**config.mk**
```make
export PLATFORM = sky130hd
export DESIGN_NAME = scan_sequencer
export DESIGN_NICKNAME = d
export VERILOG_FILES = /design/src/rtl/scan_sequencer.sv
export SDC_FILE = /design/constraint.sdc
export NUM_CORES = 1
export LEC_CHECK = 0
export ABC_AREA = 1
export CORE_MARGIN = 4
export CORE_UTILIZATION = 40
export DETAILED_ROUTE_END_ITERATION = 8
export PLACE_DENSITY = 0.73
export REMOVE_ABC_BUFFERS = 1
export SETUP_SLACK_MARGIN = 0.05
export SLEW_MARGIN = 10
export SYNTH_ARGS = -nofsm -noshare
export SYNTH_HDL_FRONTEND = slang
export SYNTH_SLANG_ARGS = --single-unit
```
**constraint.sdc**
```tcl
create_clock -name clk -period 4 [get_ports clk]
set_clock_uncertainty 0.15 [all_clocks]
set_input_delay 0.4 -clock clk [delete_from_list [all_inputs] [get_ports clk]]
set_output_delay 0.4 -clock clk [all_outputs]
set_load 0.05 [all_outputs]
```
**src/rtl/scan_sequencer.sv**
```systemverilog
// Select-index sequencer feeding the 3-to-8 decoder: steps sel through 0..7 with a programmable dwell.
// Optional position skipping is enabled by defining SCAN_SEQUENCER_SKIP_MASK_EN.
module scan_sequencer #(
  parameter int DWELL_CYCLES = 4
) (
  input  logic       clk,
  input  logic       reset,
  input  logic       start,
  input  logic       stop,
  input  logic       enable,
  input  logic       dir,
  input  logic       oneshot,
`ifdef SCAN_SEQUENCER_SKIP_MASK_EN
  input  logic [7:0] skip_mask,
`endif
  output logic [2:0] sel,
  output logic       sel_valid,
  output logic       tick,
  output logic       done,
  output logic       busy
);

  localparam int CNT_W = $clog2(DWELL_CYCLES) + 1;
  localparam logic [CNT_W-1:0] CNT_LAST = CNT_W'(DWELL_CYCLES - 1);

  typedef enum logic [1:0] {S_IDLE, S_RUN, S_DONE} state_t;

  state_t           state_q, state_d;
  logic [2:0]       sel_q, sel_d;
  logic             sel_valid_q, sel_valid_d;
  logic             tick_q, tick_d;
  logic             done_q, done_d;
  logic             busy_q, busy_d;
  logic [CNT_W-1:0] cnt_q, cnt_d;
  logic             dir_q, dir_d;
  logic             oneshot_q, oneshot_d;
  logic [7:0]       mask;
  logic             start_ok;

`ifdef SCAN_SEQUENCER_SKIP_MASK_EN
  assign mask = skip_mask;
`else
  assign mask = 8'h00;
`endif

  // A fully masked ring has no live position, so start is refused.
  assign start_ok = start && (mask != 8'hFF);

  // First unmasked position in the sweep direction.
  function automatic logic [2:0] first_pos(input logic [7:0] m, input logic d);
    logic [2:0] p;
    first_pos = d ? 3'd7 : 3'd0;
    for (int i = 0; i < 8; i++) begin
      p = d ? 3'(i) : 3'(7 - i);
      if (!m[p]) first_pos = p;
    end
  endfunction

  // Nearest unmasked position after cur, wrapping modulo 8.
  function automatic logic [2:0] next_pos(input logic [2:0] cur, input logic [7:0] m,
                                          input logic d);
    logic [2:0] p;
    next_pos = d ? cur - 3'd1 : cur + 3'd1;
    for (int k = 7; k >= 1; k--) begin
      p = d ? cur - 3'(k) : cur + 3'(k);
      if (!m[p]) next_pos = p;
    end
  endfunction

  // True when no unmasked position lies between cur and the wrap point.
  function automatic logic last_pos(input logic [2:0] cur, input logic [7:0] m, input logic d);
    last_pos = 1'b1;
    for (int i = 0; i < 8; i++) begin
      if (!m[i] && (d ? (3'(i) < cur) : (3'(i) > cur))) last_pos = 1'b0;
    end
  endfunction

  always_comb begin
    state_d     = state_q;
    sel_d       = sel_q;
    sel_valid_d = sel_valid_q;
    tick_d      = 1'b0;
    done_d      = 1'b0;
    busy_d      = busy_q;
    cnt_d       = cnt_q;
    dir_d       = dir_q;
    oneshot_d   = oneshot_q;
    case (state_q)
      S_IDLE: begin
        sel_valid_d = 1'b0;
        busy_d      = 1'b0;
        if (start_ok && !stop) begin
          state_d     = S_RUN;
          sel_d       = first_pos(mask, dir);
          sel_valid_d = 1'b1;
          busy_d      = 1'b1;
          cnt_d       = '0;
          dir_d       = dir;
          oneshot_d   = oneshot;
        end
      end
      S_RUN: begin
        if (stop) begin
          state_d     = S_IDLE;
          sel_valid_d = 1'b0;
          busy_d      = 1'b0;
        end else if (start_ok) begin
          sel_d       = first_pos(mask, dir);
          sel_valid_d = 1'b1;
          cnt_d       = '0;
          dir_d       = dir;
          oneshot_d   = oneshot;
        end else if (enable) begin
          if (cnt_q == CNT_LAST) begin
            cnt_d = '0;
            if (mask == 8'hFF) begin
              state_d     = S_IDLE;
              sel_valid_d = 1'b0;
              busy_d      = 1'b0;
            end else if (oneshot_q && last_pos(sel_q, mask, dir_q)) begin
              state_d     = S_DONE;
              sel_valid_d = 1'b0;
              done_d      = 1'b1;
            end else begin
              sel_d  = next_pos(sel_q, mask, dir_q);
              tick_d = 1'b1;
            end
          end else begin
            cnt_d = cnt_q + CNT_W'(1);
          end
        end
      end
      S_DONE: begin
        state_d     = S_IDLE;
        sel_valid_d = 1'b0;
        busy_d      = 1'b0;
      end
      default: begin
        state_d     = S_IDLE;
        sel_valid_d = 1'b0;
        busy_d      = 1'b0;
      end
    endcase
  end

  always_ff @(posedge clk or posedge reset) begin
    if (reset) begin
      state_q     <= S_IDLE;
      sel_q       <= 3'd0;
      sel_valid_q <= 1'b0;
      tick_q      <= 1'b0;
      done_q      <= 1'b0;
      busy_q      <= 1'b0;
      cnt_q       <= '0;
      dir_q       <= 1'b0;
      oneshot_q   <= 1'b0;
    end else begin
      state_q     <= state_d;
      sel_q       <= sel_d;
      sel_valid_q <= sel_valid_d;
      tick_q      <= tick_d;
      done_q      <= done_d;
      busy_q      <= busy_d;
      cnt_q       <= cnt_d;
      dir_q       <= dir_d;
      oneshot_q   <= oneshot_d;
    end
  end

  assign sel       = sel_q;
  assign sel_valid = sel_valid_q;
  assign tick      = tick_q;
  assign done      = done_q;
  assign busy      = busy_q;

endmodule

```
-- Yosys cells after proc, flatten, opt, wreduce, memory -nomap -nowiden
Memory sizes are Yosys's and may differ from the RTL's.
Index checks and enable logic that the tools add are counted.
- reduce and logical (&&, ||, !) cells: 10
- equal/unequal tests: 16
- multiplexer cells: 115
- add/sub/neg operators: 15
- magnitude comparators: 31
- operators by type and width (operator ; number):
    3-bit two-way mux ; 41
    1-bit two-way mux ; 61
    3-bit by 4-bit < comparator with 1-bit output (second input constant) ; 15
    3-bit != test (second input constant) ; 7
    3-bit adder (second input constant) ; 4
    3-bit > comparator (first input constant) ; 4
    3-bit < comparator (first input constant) ; 4
    2-bit two-way mux ; 6
    4-bit != test (second input constant) ; 3
    3-bit case mux with 2 select lines ; 2
    3-bit subtractor (second input constant) ; 4
    2-bit != test (second input constant) ; 4
    1-bit case mux with 2 select lines ; 4
    4-bit AND reduction ; 2
    3-bit by 1-bit adder with 3-bit output (second input constant) ; 2
    3-bit by 2-bit adder with 3-bit output (second input constant) ; 2
    1-bit by 3-bit > comparator with 1-bit output (first input constant) ; 2
    2-bit by 3-bit > comparator with 1-bit output (first input constant) ; 2
    1-bit by 3-bit < comparator with 1-bit output (first input constant) ; 2
    2-bit by 3-bit < comparator with 1-bit output (first input constant) ; 2
    6-bit AND reduction ; 1
    3-bit by 2-bit subtractor with 3-bit output (second input constant) ; 2
    5-bit AND reduction ; 1
    2-bit case mux with 2 select lines ; 1
    8 further kinds ; 9
- bits of input ports: 7
- bits in read-only memories: 120
- memories: 15
- bits in registers: 14
- output and inout port bits: 7
- memories (name ; depth ; bits a word ; read ports ; clocked after Yosys merged registers in ; write ports ; RTL line ; source):
    (no name shown) ; 8 ; 1 ; 1 ; 0 ; 0 ; 66 ; if (!m[p]) next_pos = p;
    (no name shown) ; 8 ; 1 ; 1 ; 0 ; 0 ; 66 ;
    (no name shown) ; 8 ; 1 ; 1 ; 0 ; 0 ; 66 ;
    (no name shown) ; 8 ; 1 ; 1 ; 0 ; 0 ; 66 ;
    (no name shown) ; 8 ; 1 ; 1 ; 0 ; 0 ; 66 ;
    (no name shown) ; 8 ; 1 ; 1 ; 0 ; 0 ; 66 ;
    9 more memories ; -- ; -- ; -- ; -- ; -- ; -- ;

-- Logic depth before layout (Yosys ltp)
Gate-level depths: netlist of the first run.
- depth after elaboration: 22
- mapped depth: 9

-- Worst setup path before layout of the first run
Ideal clock, no wire load.
- kind: register to register
- from: register sel_q[0], in the netlist sel[0]
- to: register sel_q[2], in the netlist sel[2]
- library setup time: 0.120 ns
- stages on the path, launching flop included: 10
- slack: 2.237 ns
- path buffers: 0
- clock period less this slack: 1.763 ns
- data arrival time: 1.493 ns
- cells stage by stage: dfrtp_1 ha_1 ha_1 inv_1 nor2_1 nor2_1 o21ai_0 nand2_1 nand3_1 nand2_1
- longest elaborated chain between the ends: 18
- elaborated cells between the ends (all ways): 88
- classes of those cells: add/sub (14); order compare (16); eq/ne (1); mux (48); reduce/logical (2); memory (7)
- ends and longest elaborated chain (element ; RTL line ; source):
    from (decl) ; 29 ; logic [2:0] sel_q, sel_d;
    from (signal assigned) ; 159 ; sel_q <= sel_d;
    parallel branches: the longest is 18 deep, another holds 3-bit adder ; -- ;
Several ways; the timed one is not identified. The select of a mux whose other input is x is not followed.
A chain may end at the register's enable or synchronous reset.

-- Worst setup path in the final report of the first run
- from: register sel_q[0], in the netlist sel[0]
- to: output port sel[0]
- RTL lines (element ; RTL line ; source):
    to (decl) ; 16 ; output logic [2:0] sel,
No word-level cell between the ends.

==> impl_metrics.yaml, run 1 <==
job:
  maxCapViolCount: 0
synth:
  ys_warn_count: 0
  yosysSeqAreaShare: 0.409
  netlist_area_um2: 856
  netlist_instances: 110
  ys_ff_latch: 14
  syn_avg_cell_area_um2: 7.78
  ys_types: 19
critical_path:
  max_stage_delay_ps: 830
  critPathRequiredTime_ps: 3450
  cp_num_cells: 1
  startpoint_type: "register"
  arrival_ps: 1540
  cp_cell_sequence: "clkdlybuf4s50_1"
  reg2reg_depth: 9
  r2r-end: "sel[2]"
  r2r-start: "sel[0]"
  critical-path-slowest-cell: "clkdlybuf4s50_1"
  critPathMaxFanout: 6
  critPathLaunch: "sel[0]"
  crit_type: "register to output pin"
  worstSetupEndpoint: "sel[0]"
  ff2ff_setup_slack_ps: 2420
  worstSetupEndpointType: "output pin"
  critical-path-top-delay-family: "buffers and inverters"
  crit_buf_inv: 1
routing:
  finalWirelength_mm: 1.64
  first_pass_iters: 4
  drtIter0Drc: 13
  wl_met2_um: 785
  viasPerCell: 4.69
  met1_length_um: 762
  wl_met3_um: 80
  drt_drc_violations_left: 0
  routed.top_layer: "met4"
  wl_per_cell_um: 10.7
  antenna_left: 0
  vias: 718
timing:
  worstMarginPinSlew_ps: 524
  setup_viol: 0
  fmax_mhz: 478
  rsz0062_at_grt: "no"
  min_period_ps: 2090
  hold_violations: 0
  fin_setup_tns_ps: 0
  whs_ps: 302
  period_share: 0.523
  maxSlewHeadroom: 0.650
  drv_slew: 0
cells_and_area:
  instances_no_fill: 153
  drive_gt1_frac: 0.111
  final_nets: 140
  syn_to_final_growth_pct: 21.8
  antenna_cells: 0
die:
  core_um2: 2000
  die_area_um2: 2940
  core.rowCount: 16
  ios: 14
  die_y_um: 54.3
  die_w_um: 54.3
  start_util: 0.428
pwr:
  ir_worst_vdd_mv: 0.331
  p_leak_nw: 0.538
  finalPower_w: 0.000556
  power_density_nw_per_um2: 533
cts:
  h-tree-depth: 1
  ctsResizeCount: 0
  clockRootBuffer: "clkbuf_4"
  path_clk_slew_ps: 80
  clock_latency_ps: 270
  cts_tree: "built"
  post-cts-setup-buffers: 0
  cts_num_sinks: 14
  clk_path_buf_depth: 2
  cts_inserted_buffers: 3
  cts_hold_buf: 0
global_route:
  grt_pass1_vias: 701
  grt_max_degree: 15
  grt_pass1_wl_mm: 2.87
  grt_overflow: 0
  grt_usage: 0.135
  antenna_found_initial: 0
placement:
  dp_cells: 150
  hpwl_mm: 1.31
  gp_congestion: 0.942
  portBuffers: 13
run_status:
  status: "finished clean"
min_path:
  hold_path_class: "input port to async pin"
-- sequential cells by signal, indices dropped and copies added, names as in the netlist --
name	cells
cnt_q	3
sel	3
state_q	2
busy	1
dir_q	1
done	1
oneshot_q	1
sel_valid	1
tick	1
-- layout by cell type (no fill, tap or decap), drive strengths merged --
cell,n
nand2,33
inv,19
dfrtp,14
clkdlybuf4s50,13
nor2,12
nand3,11
o21ai,8
ha,5
clkbuf,3
a21boi,2
a21oi,1
xnor2,1
nor3,1
a31oi,1
o211ai,1
xor2,1
-- logic make-up after synthesis --
kind of cell,after synthesis,synth area share
AOI/OAI and AO/OA,13,0.0994
xor gates and xnor gates,2,0.0205
adders and majority gates,5,0.0731
buffers and inverters,19,0.0833
DFF,14,0.409
and+or+nand+nor,57,0.314
-- Yosys cell counts (all sizes together) --
library cell | count | area, um^2
nand2 | 33 | 146
a21oi | 1 | 16.3
inv | 19 | 71.3
o21ai | 8 | 40.0
nor2 | 12 | 62.6
xor2 | 1 | 8.76
ha | 5 | 62.6
nor3 | 1 | 5.00
xnor2 | 1 | 8.76
nand3 | 11 | 55.1
dfrtp | 14 | 350
a21boi | 2 | 15.0
a31oi | 1 | 6.26
o211ai | 1 | 7.51
-- power breakdown --
group,leakage (nW),total [W],internal (W),switching [W]
combinational,0.341,0.000276,0.0000984,0.000178
sequential,0.183,0.000201,0.000171,0.0000301
clock,0.0138,0.0000782,0.0000348,0.0000433
total,0.538,0.000556,0.000304,0.000251
-- metal layers --
metal | vias to the layer above | GRT usage
li1 | 379 | -
met5 | - | 0
met3 | 2 | 0.0218
met2 | 15 | 0.231
met4 | 0 | 0.0498
met1 | 322 | 0.169
-- stage by stage --
| step | instance area [um^2] | worst slack [ps] | util |
|---|---|---|---|
| global placement | 1020 | 2040 | 0.509 |
| finish | 1040 | 1910 | 0.521 |
| CTS | 1040 | 1880 | 0.521 |
| global route | 1040 | 1840 | 0.521 |
| detailed placement | 1020 | 2000 | 0.509 |
| floorplan | 856 | 2240 | - |
-- how the worst min path moves through the flow --
| stage | endpoint | slack (ps) | cells after the start |
|---|---|---|---|
| after floorplan | busy | 140 | 1 |
| after global placement | sel_valid | 310 | 2 |
| after detailed placement | sel_valid | 310 | 2 |
| after CTS | state_q[0] | 320 | 2 |
| after global routing | state_q[0] | 360 | 2 |
| final | state_q[0] | 300 | 2 |
-- layout make-up --
cell class | count | area [um^2]
clock buffers | 3 | 22.5
fillers | 190 | 960
inverters | 19 | 71.3
multi-input cells | 77 | 434
flip-flops and latches | 14 | 350
well taps | 27 | 33.8
repair buffers | 13 | 130
No activity file was read; power rests on OpenSTA's default activity.
==> run 2: changes to the inputs <==
==> constraint.sdc (replaced) <==
create_clock -name clk -period 1.95 [get_ports clk]
set_clock_uncertainty 0.15 [all_clocks]
set_input_delay 0.195 -clock clk [delete_from_list [all_inputs] [get_ports clk]]
set_output_delay 0.195 -clock clk [all_outputs]
set_load 0.05 [all_outputs]
==> run 2 against run 1 <==
Compared with the run above: worst hold slack worse by 200 ps; sequential share of layout area down 0.080 points; clock power up 110%; highest routed layer unchanged; largest cell class unchanged; core utilization up 0.12 points; final area up 0.24%; die area unchanged; routed wire length up 2.1%; via count up 3.8%; critical path depth unchanged; critical endpoint is now sel_valid; non-clock buffer count unchanged; cell count unchanged; setup slack worse by 1700 ps.
==> impl_metrics.yaml, run 2 (same netlist as run 1, synthesis figures left out) <==
run_status:
  status: "finished clean"
timing:
  min_period_ps: 1770
  fmax_mhz: 564
  whs_ps: 99.1
  setup_viol: 0
  rsz0062_at_grt: "no"
  maxSlewHeadroom: 0.646
  fin_setup_tns_ps: 0
  drv_slew: 0
  worstMarginPinSlew_ps: 531
  period_share: 0.910
  hold_violations: 0
die:
  core.rowCount: 16
  die_area_um2: 2940
  core_um2: 2000
  start_util: 0.428
  die_y_um: 54.3
  die_w_um: 54.3
  ios: 14
placement:
  gp_congestion: 0.942
  portBuffers: 13
  hpwl_mm: 1.32
cts:
  path_clk_slew_ps: 80
  clock_latency_ps: 270
  post-cts-setup-buffers: 0
  cts_inserted_buffers: 3
  h-tree-depth: 1
  cts_tree: "built"
  cts_hold_buf: 0
  ctsResizeCount: 0
  cts_num_sinks: 14
  clockRootBuffer: "clkbuf_4"
  clk_path_buf_depth: 2
global_route:
  grt_pass1_wl_mm: 2.84
  antenna_found_initial: 0
  grt_overflow: 0
  met1_usage: 0.167
  use_met2: 0.235
  top_usage_layer: "met2"
  grt_util_met3: 0.0163
  grt_max_degree: 15
  grt_pass1_vias: 687
  grt_usage: 0.134
cells_and_area:
  syn_to_final_growth_pct: 22.1
  drive_gt1_frac: 0.119
  fillers: 186
  mostFrequentLayoutCells: "nand2_1 (28), inv_1 (17), dfrtp_1 (14)"
  final_nets: 140
  layout_commonest_cell: "nand2_1"
  antenna_cells: 0
critical_path:
  cp_cell_sequence: "clkdlybuf4s50_1"
  worstSetupEndpointType: "output pin"
  startpoint_type: "register"
  reg2reg_depth: 9
  critical-path-top-delay-family: "buffers and inverters"
  critPathRequiredTime_ps: 1600
  crit_type: "register to output pin"
  arrival_ps: 1430
  max_stage_delay_ps: 800
  r2r-end: "sel[2]"
  critPathMaxFanout: 2
  crit_buf_inv: 1
  ff2ff_setup_slack_ps: 380
  r2r-start: "sel[0]"
  critical-path-slowest-cell: "clkdlybuf4s50_1"
routing:
  drtIter0Drc: 18
  wl_per_cell_um: 10.9
  finalWirelength_mm: 1.67
  viasPerCell: 4.87
  vias: 745
  first_pass_iters: 4
  antenna_left: 0
  drt_drc_violations_left: 0
pwr:
  power_density_nw_per_um2: 1080
  p_leak_nw: 0.564
  ir_worst_vdd_mv: 0.620
job:
  maxCapViolCount: 0
min_path:
  hold_path_class: "input port to async pin"
==> run 2: cell count changes in the layout (fill, tap and decap cells not counted), sizes merged <==
cell / delta
clkdlybuf4s50: -3
dlymetal6s2s: +2
buf: +1
==> run 2: per-stage QoR <==
stage	total power (W)	instance area (um^2)	setup WS (ps)	std cells	util
after global routing	0.00123	1040	113	153	0.522
after detailed placement	0.000983	1020	159	150	0.508
after floorplan	0.000828	856	187	110	-
after CTS	0.00115	1040	53.4	153	0.519
final	0.00113	1040	175	153	0.522
after global placement	0.000968	1020	199	150	0.508
==> run 2: final cells by class <==
| type | instances | area, um^2 | share of cell area |
|---|---|---|---|
| multi-input cells | 77 | 434 | 0.416 |
| well taps | 27 | 33.8 | 0.0323 |
| flip-flops and latches | 14 | 350 | 0.335 |
| inverters | 19 | 71.3 | 0.0683 |
| repair buffers | 13 | 133 | 0.127 |
| clock buffers | 3 | 22.5 | 0.0216 |
==> run 2: where the power goes <==
| part | internal [W] | leakage, nW | total, W | switching, W |
|---|---|---|---|---|
| combinational | 0.000196 | 0.367 | 0.000558 | 0.000361 |
| sequential | 0.000351 | 0.183 | 0.000413 | 0.0000617 |
| clock | 0.0000715 | 0.0138 | 0.000161 | 0.0000892 |
| total | 0.000619 | 0.564 | 0.00113 | 0.000512 |
==> run 2: routing by layer <==
layer | wire length [um] | up-vias
met5 | 0 | -
met4 | 19 | 0
met3 | 128 | 4
met2 | 801 | 28
met1 | 722 | 337
li1 | - | 376
==> run 2: worst max path at each step <==
stage	start	end	slack [ps]	depth (start not counted)
3_5_place_dp	stop	sel[1]	160	9
6_report	sel_valid	sel_valid	180	1
3_3_place_gp	stop	sel[2]	200	9
4_1_cts	sel[2]	sel[2]	50	1
2_1_floorplan	sel[0]	sel[2]	190	9
5_1_grt	sel_valid	sel_valid	110	1
==> run 3: changes to the inputs <==
--- a/config.mk
+++ b/config.mk
@@ -8,6 +8,7 @@
 export ABC_AREA = 1
 export CORE_MARGIN = 4
 export CORE_UTILIZATION = 40
+export CTS_CLUSTER_DIAMETER = 200
 export DETAILED_ROUTE_END_ITERATION = 8
 export PLACE_DENSITY = 0.73
 export REMOVE_ABC_BUFFERS = 1
==> results of run 3 <==
The final DEF is identical to that of run 2; final timing and power are the same.
